**config.mk**
```make
export PLATFORM = sky130hd
export DESIGN_NAME = dft_botsw_status_serializer_flat
export DESIGN_NICKNAME = d
export VERILOG_FILES = /design/src/rtl/dft_stepdown_pkg.sv /design/src/rtl/dft_botsw_status_serializer_if.sv /design/src/rtl/dft_sync_filter.sv /design/src/rtl/dft_botsw_status_serializer.sv /design/src/flat_wrapper.sv
export SDC_FILE = /design/constraint.sdc
export NUM_CORES = 1
export LEC_CHECK = 0
export BUFFER_PORTS_ARGS = -buffer_cell sky130_fd_sc_hd__buf_2
export CORE_MARGIN = 3
export CORE_UTILIZATION = 53
export CTS_CLUSTER_SIZE = 16
export DETAILED_ROUTE_END_ITERATION = 8
export GPL_TIMING_DRIVEN = 0
export MAX_ROUTING_LAYER = met4
export PLACE_DENSITY_LB_ADDON = 0.25
export SLEW_MARGIN = 20
export SYNTH_ARGS = -nofsm -noshare
export SYNTH_HDL_FRONTEND = slang
export SYNTH_HIERARCHICAL = 1
export SYNTH_SLANG_ARGS = --single-unit
```
**constraint.sdc**
```tcl
create_clock -name CLK -period 2.1 [get_ports CLK]
set_input_delay 0.21 -clock CLK [delete_from_list [all_inputs] [get_ports CLK]]
set_output_delay 0.21 -clock CLK [all_outputs]
set_load 0.01 [all_outputs]
```
**src/rtl/dft_stepdown_pkg.sv**
```systemverilog
// Shared definitions for the stepdown-loop DFT probe path: FSM states,
// frame constants and the frame parity helper.
package dft_stepdown_pkg;

  typedef enum logic [1:0] {
    IDLE  = 2'd0,
    LOAD  = 2'd1,
    SHIFT = 2'd2,
    DONE  = 2'd3
  } state_e;

  localparam logic START_BIT = 1'b1;

  function automatic int unsigned frame_len(input int unsigned w);
    return w + 2;
  endfunction

  // Zero-extended upper bits leave the XOR unchanged, so any W up to 16 fits.
  function automatic logic odd_parity(input logic [15:0] data);
    return ~(^data);
  endfunction

endpackage

```
**src/rtl/dft_botsw_status_serializer_if.sv**
```systemverilog
// Status/handshake bundle between the DFT controller (master) and the
// bottom-switch status serializer (slave).
interface dft_botsw_status_serializer_if #(
  parameter int W = 8
);
  logic [W-1:0] status_in;
  logic         ten_in;
  logic         start;
  logic         sdo;
  logic         ten_out;
  logic         busy;
  logic         done;
  logic [W-1:0] status_filt;

  modport master (
    output status_in, ten_in, start,
    input  sdo, ten_out, busy, done, status_filt
  );

  modport slave (
    input  status_in, ten_in, start,
    output sdo, ten_out, busy, done, status_filt
  );
endinterface

```
**src/rtl/dft_sync_filter.sv**
```systemverilog
// Two-flop synchronizer followed by a stability filter: the filtered status
// only takes a new value once the synchronized vector has held for FILT+1 samples.
module dft_sync_filter #(
  parameter int W    = 8,
  parameter int FILT = 3
) (
  input  logic         CLK,
  input  logic         RSTN,
  input  logic [W-1:0] status_in,
  output logic [W-1:0] status_filt
);

  localparam logic [3:0] CNT_MAX = 4'(FILT - 1);

  logic [W-1:0] sync1_q;
  logic [W-1:0] sv_q;
  logic [W-1:0] sv_prev_q;
  logic [3:0]   stab_cnt_q;
  logic [W-1:0] filt_q;

  logic sv_same;
  assign sv_same = (sv_q == sv_prev_q);

  // NOTE: every flop here updates with <= so all stages sample the pre-edge
  // values; blocking assignments would collapse the synchronizer chain.
  always_ff @(posedge CLK or negedge RSTN) begin
    if (!RSTN) begin
      sync1_q    <= '0;
      sv_q       <= '0;
      sv_prev_q  <= '0;
      stab_cnt_q <= '0;
      filt_q     <= '0;
    end else begin
      sync1_q   <= status_in;
      sv_q      <= sync1_q;
      sv_prev_q <= sv_q;
      if (!sv_same)                  stab_cnt_q <= '0;
      else if (stab_cnt_q != CNT_MAX) stab_cnt_q <= stab_cnt_q + 4'd1;
      if (sv_same && stab_cnt_q == CNT_MAX) filt_q <= sv_q;
    end
  end

  assign status_filt = filt_q;

endmodule

```
**src/rtl/dft_botsw_status_serializer.sv**
```systemverilog
// Captures a filtered bottom-switch status snapshot on request and shifts it
// out as a start bit, W data bits (MSB first) and an odd-parity bit.
module dft_botsw_status_serializer
  import dft_stepdown_pkg::*;
#(
  parameter int W    = 8,
  parameter int DIV  = 4,
  parameter int FILT = 3
) (
  input logic                         CLK,
  input logic                         RSTN,
  dft_botsw_status_serializer_if.slave bus
);

  localparam int FL = frame_len(W);
  localparam int BW = $clog2(FL);

  state_e          state_q, state_d;
  logic [FL-1:0]   shreg_q, shreg_d;
  logic [BW-1:0]   bit_cnt_q, bit_cnt_d;
  logic [7:0]      div_cnt_q, div_cnt_d;
  logic            sdo_q, ten_out_q, busy_q, done_q;
  logic [W-1:0]    filt;

  dft_sync_filter #(.W(W), .FILT(FILT)) u_filter (
    .CLK         (CLK),
    .RSTN        (RSTN),
    .status_in   (bus.status_in),
    .status_filt (filt)
  );

  // NOTE: every signal gets its hold value first so no path through the case
  // leaves one unassigned and infers a latch.
  always_comb begin
    state_d   = state_q;
    shreg_d   = shreg_q;
    bit_cnt_d = bit_cnt_q;
    div_cnt_d = div_cnt_q;
    unique case (state_q)
      IDLE: if (bus.start && bus.ten_in) state_d = LOAD;
      LOAD, SHIFT: begin
        if (!bus.ten_in) begin
          // Test enable withdrawn: drop the frame silently, no done pulse.
          state_d   = IDLE;
          shreg_d   = '0;
          bit_cnt_d = '0;
          div_cnt_d = '0;
        end else if (state_q == LOAD) begin
          shreg_d   = {START_BIT, filt, odd_parity(16'(filt))};
          bit_cnt_d = BW'(FL - 1);
          div_cnt_d = 8'(DIV - 1);
          state_d   = SHIFT;
        end else if (div_cnt_q != 8'd0) begin
          div_cnt_d = div_cnt_q - 8'd1;
        end else if (bit_cnt_q != '0) begin
          shreg_d   = shreg_q << 1;
          bit_cnt_d = bit_cnt_q - BW'(1);
          div_cnt_d = 8'(DIV - 1);
        end else begin
          state_d = DONE;
          shreg_d = '0;
        end
      end
      DONE:    state_d = IDLE;
      default: state_d = IDLE;
    endcase
  end

  // Outputs are decoded from next state so they leave flops aligned with state_q.
  always_ff @(posedge CLK or negedge RSTN) begin
    if (!RSTN) begin
      state_q   <= IDLE;
      shreg_q   <= '0;
      bit_cnt_q <= '0;
      div_cnt_q <= '0;
      sdo_q     <= 1'b0;
      ten_out_q <= 1'b0;
      busy_q    <= 1'b0;
      done_q    <= 1'b0;
    end else begin
      state_q   <= state_d;
      shreg_q   <= shreg_d;
      bit_cnt_q <= bit_cnt_d;
      div_cnt_q <= div_cnt_d;
      sdo_q     <= (state_d == SHIFT) && shreg_d[FL-1];
      ten_out_q <= (state_d == LOAD) || (state_d == SHIFT);
      busy_q    <= (state_d == LOAD) || (state_d == SHIFT);
      done_q    <= (state_d == DONE);
    end
  end

  assign bus.sdo         = sdo_q;
  assign bus.ten_out     = ten_out_q;
  assign bus.busy        = busy_q;
  assign bus.done        = done_q;
  assign bus.status_filt = filt;

endmodule
```
**src/flat_wrapper.sv**
```systemverilog
// flat-port wrapper written by rule: the top's interface ports become plain ports
module dft_botsw_status_serializer_flat import dft_stepdown_pkg::*;
#(
  parameter int W    = 8,
  parameter int DIV  = 4,
  parameter int FILT = 3
)
  (CLK, RSTN, bus_status_in, bus_ten_in, bus_start, bus_sdo, bus_ten_out, bus_busy, bus_done, bus_status_filt);
  dft_botsw_status_serializer_if #(.W(W)) bus_i ();
  input logic CLK;
  input logic RSTN;
  input wire logic [$bits(bus_i.status_in)-1:0] bus_status_in;
  input wire logic [$bits(bus_i.ten_in)-1:0] bus_ten_in;
  input wire logic [$bits(bus_i.start)-1:0] bus_start;
  output wire logic [$bits(bus_i.sdo)-1:0] bus_sdo;
  output wire logic [$bits(bus_i.ten_out)-1:0] bus_ten_out;
  output wire logic [$bits(bus_i.busy)-1:0] bus_busy;
  output wire logic [$bits(bus_i.done)-1:0] bus_done;
  output wire logic [$bits(bus_i.status_filt)-1:0] bus_status_filt;
  assign bus_i.status_in = bus_status_in;
  assign bus_i.ten_in = bus_ten_in;
  assign bus_i.start = bus_start;
  assign bus_sdo = bus_i.sdo;
  assign bus_ten_out = bus_i.ten_out;
  assign bus_busy = bus_i.busy;
  assign bus_done = bus_i.done;
  assign bus_status_filt = bus_i.status_filt;
  dft_botsw_status_serializer #(.W(W), .DIV(DIV), .FILT(FILT)) u_core (.CLK(CLK), .RSTN(RSTN), .bus(bus_i));
endmodule
```
==> results by group <==
Drt
  • ANT nets after route: 0
  • WL/cell: 14.4 um
  • First DRT Iteration DRCs: about 100
  • Via count: 1,899
  • Router iterations before antenna repair: 4
  • DRC viols: 0
  • DRT Wirelength: 5080 um
  • Avg Vias per Cell: 5.39

STA
  • Tightest Pin Transition: 769 ps
  • FMAX: 492 MHz
  • Fin. Hold Viols: 0
  • Setup TNS: 0 ps
  • Slew headroom: 0.487
  • Worst hold margin: between 200 and 250 ps
  • Worst Clk Skew: about 8.3 ps
  • Period minus WS final: 2030 ps
  • Final worst path period share: 0.968
  • Pins Over Slew Limit: 0
  • Setup violations, final: 0
  • Unrepaired setup endpoints after global routing: true

Yosys
  • Synth area leaders: dfrtp_1 57%, ha_1 4.1%, mux2_2 3.7%
  • Mapped Avg Cell Area: 12.2 um^2
  • Synth unique cells: 45
  • Sequential fraction of the synthesis area: 0.571
  • Synthesized area: 0.00276 mm^2
  • Post-synth EDFFs: 0
  • Seq cells post-synth: 63
  • Async SR Flop Fraction: 1.00
  • Top-area cell type share of the netlist area: 0.571
  • Cells after synthesis: about 230
  • Synth area leader: dfrtp_1
  • Synth Net Count: 247
  • Yosys Warn Count: 6
  • Top_reg_cell synth: dfrtp_1

Hold path
  • Hold Startpoint: bus_ten_in
  • Worst min-delay path class: in -> reg

Critical path
  • CP Launch Type: flop
  • Crit Path Class: reg -> reg
  • Worst-path fanout max: 8
  • Crit path capture type: flop
  • Crit. Startpoint: u_core/div_cnt_q[3]
  • Worst R2R End: u_core/bit_cnt_q[1]
  • Worst EP arrival: 2260 ps
  • Setup slack, reg-to-reg: 70 ps
  • Reg2reg start: u_core/div_cnt_q[3]
  • Reg2reg path depth: 5
  • Critical Path Sink: u_core/bit_cnt_q[1]
  • Worst Path Required: roughly 2300 ps

Cells and area
  • Share of cells above drive strength 1: 0.298
  • Number of diodes: 0
  • P&R area growth vs syn: 22.9%
  • Fin nets: 301
  • Most common cell after layout, fill and taps aside: dfrtp_1
  • Most frequent cells in the layout: 62 x dfrtp_1, 22 x buf_2, 13 x buf_4, 12 x inv_1

Clock network
  • CTS buffer count: 9
  • Max Root-Sink Buffers: 2
  • Reg clk slew, reported paths: 70 ps
  • H-tree levels: 3
  • Clk root buf: clkbuf_8
  • Clock Sinks: 63
  • CTS tree: yes
  • Clk_lat worst skew: 330 ps

Die
  • Die Y: 78.2 um
  • Num ports: 24
  • Initial cell density of the core: 0.565
  • Full die area: 0.00611 mm^2
  • Core Rows: 25
  • CORE AREA: 0.00488 mm^2
  • Die Wd: slightly below 80 um

Placed design
  • PortBufs: 23
  • Routability congestion estimate: about 0.84
  • Estimated wirelength of the detail-placed design: between 3000 and 4000 um

Power and ir drop
  • Worst vdd ir: 0.992 mV
  • Switch Pwr: 1.58 mW
  • Sw frac: 0.370
  • Sequential share of power: 0.355
  • Combinational power share: 0.411
  • Static leakage: approximately 1.6 nW
  • Clock network fraction of design power: 0.234
  • Cell Pwr Density: roughly 1300 mW/mm^2
  • Internal cell power: between 2 and 3 mW

Status
  • Outcome: completed

Job
  • Max-cap violations: 0

Global route
  • Vias in the first global route: 1,841
  • All-layer global routing usage: 0.192
  • First-pass GRT wire length: 8740 um
  • GR Overflow Total: 0
  • Largest net degree at the start of global routing: 64
  • Initial antenna violation count: 0
final cells by class:
| cell class | count | area [um^2] |
|---|---|---|
| inverter | 13 | 48.8 |
| sequential | 63 | 1580 |
| clock buffer | 10 | 128 |
| multi-input combinational | 145 | 1170 |
| timing repair buffer | 43 | 290 |
| buffer | 5 | 33.8 |
| fill | 364 | 1490 |
| tap | 67 | 83.8 |
| clock inverter | 6 | 61.3 |
worst min path at each step:
stage,end,cells past startpoint
2_1_floorplan,u_core/bit_cnt_q[0],0
3_3_place_gp,u_core/u_filter/sync1_q[6],1
3_5_place_dp,u_core/u_filter/sync1_q[0],1
4_1_cts,u_core/div_cnt_q[0],3
5_1_grt,u_core/div_cnt_q[0],3
6_report,u_core/div_cnt_q[0],3
cells by family (layout without fill, tap and decap cells):
kind of cell	after synthesis	after routing	share of synthesized area
flops	63	63	0.571
fa+ha+maj	9	9	0.0408
mux	11	11	0.0440
compound gates	54	54	0.135
simple gates	53	53	0.123
xor+xnor	18	18	0.0571
buf+inv	18	77	0.0286
what timing repair did:
action / CTS / global route
resized for setup: 4 / 14
setup endpoints to repair: 13 / 24
setup buffers: 3 / 8
hold endpoints to repair: 71 / 0
pin swaps: 1 / 4
hold buffers: 9 / 0
cell usage after synthesis (all sizes together), types with 5 or more instances:
master and count:
ha 9, nor4 6, o2bb2ai 10, a22oi 9, o21ai 9, inv 13, nand2 8, o31ai 5
xor2 10, xnor2 8, nand3 5, nor2 11, mux2 9, a21oi 10, dfrtp 63
worst max-delay path: stages (launching register included):
cell and delay, ps:
dfrtp_2 450, or4_4 540, buf_6 160, nor3_2 180, o21a_2 240, mux2_2 350
power by group through the flow:
stage,logic (mW),registers [mW],clock network (mW)
global route,1.94,1.54,1.08
finish,1.75,1.52,1.00
floorplan,1.12,1.50,0
CTS,1.55,1.51,1.03
global placement,1.42,1.52,0
detailed placement,1.45,1.53,0
metrics by stage:
step           setup WS (ps)  area (um^2)   util  std cells  power, mW
2_1_floorplan           45.4         2770      -        226       2.62
4_1_cts                 3.29         3290  0.674        344       4.09
6_report                67.6         3390  0.695        352       4.27
5_1_grt                -28.8         3390  0.695        352       4.56
3_3_place_gp            -162         2970  0.608        316       2.94
3_5_place_dp            -194         2970  0.609        316       2.97
registers in the layout, indices dropped and copies added (netlist names):
register and cells:
u_core/shreg_q 10, u_core/bus.done 1, u_core/div_cnt_q 8, u_core/u_filter/sv_q 8, u_core/u_filter/status_filt 8, u_core/u_filter/stab_cnt_q 4, u_core/u_filter/sv_prev_q 8, u_core/u_filter/sync1_q 8
u_core/bus.busy 1, u_core/bit_cnt_q 4, u_core/bus.sdo 1, u_core/state_q 2
metal layers:
metal  vias to the layer above  part of all wire  global-route usage
met5                         -                 0                   -
met3                        12             0.045              0.0562
met4                         0             0.020              0.0909
li1                        933                 -                   -
met2                        38              0.45               0.271
met1                       916              0.48               0.255
Power figures use the tool's default switching activity.
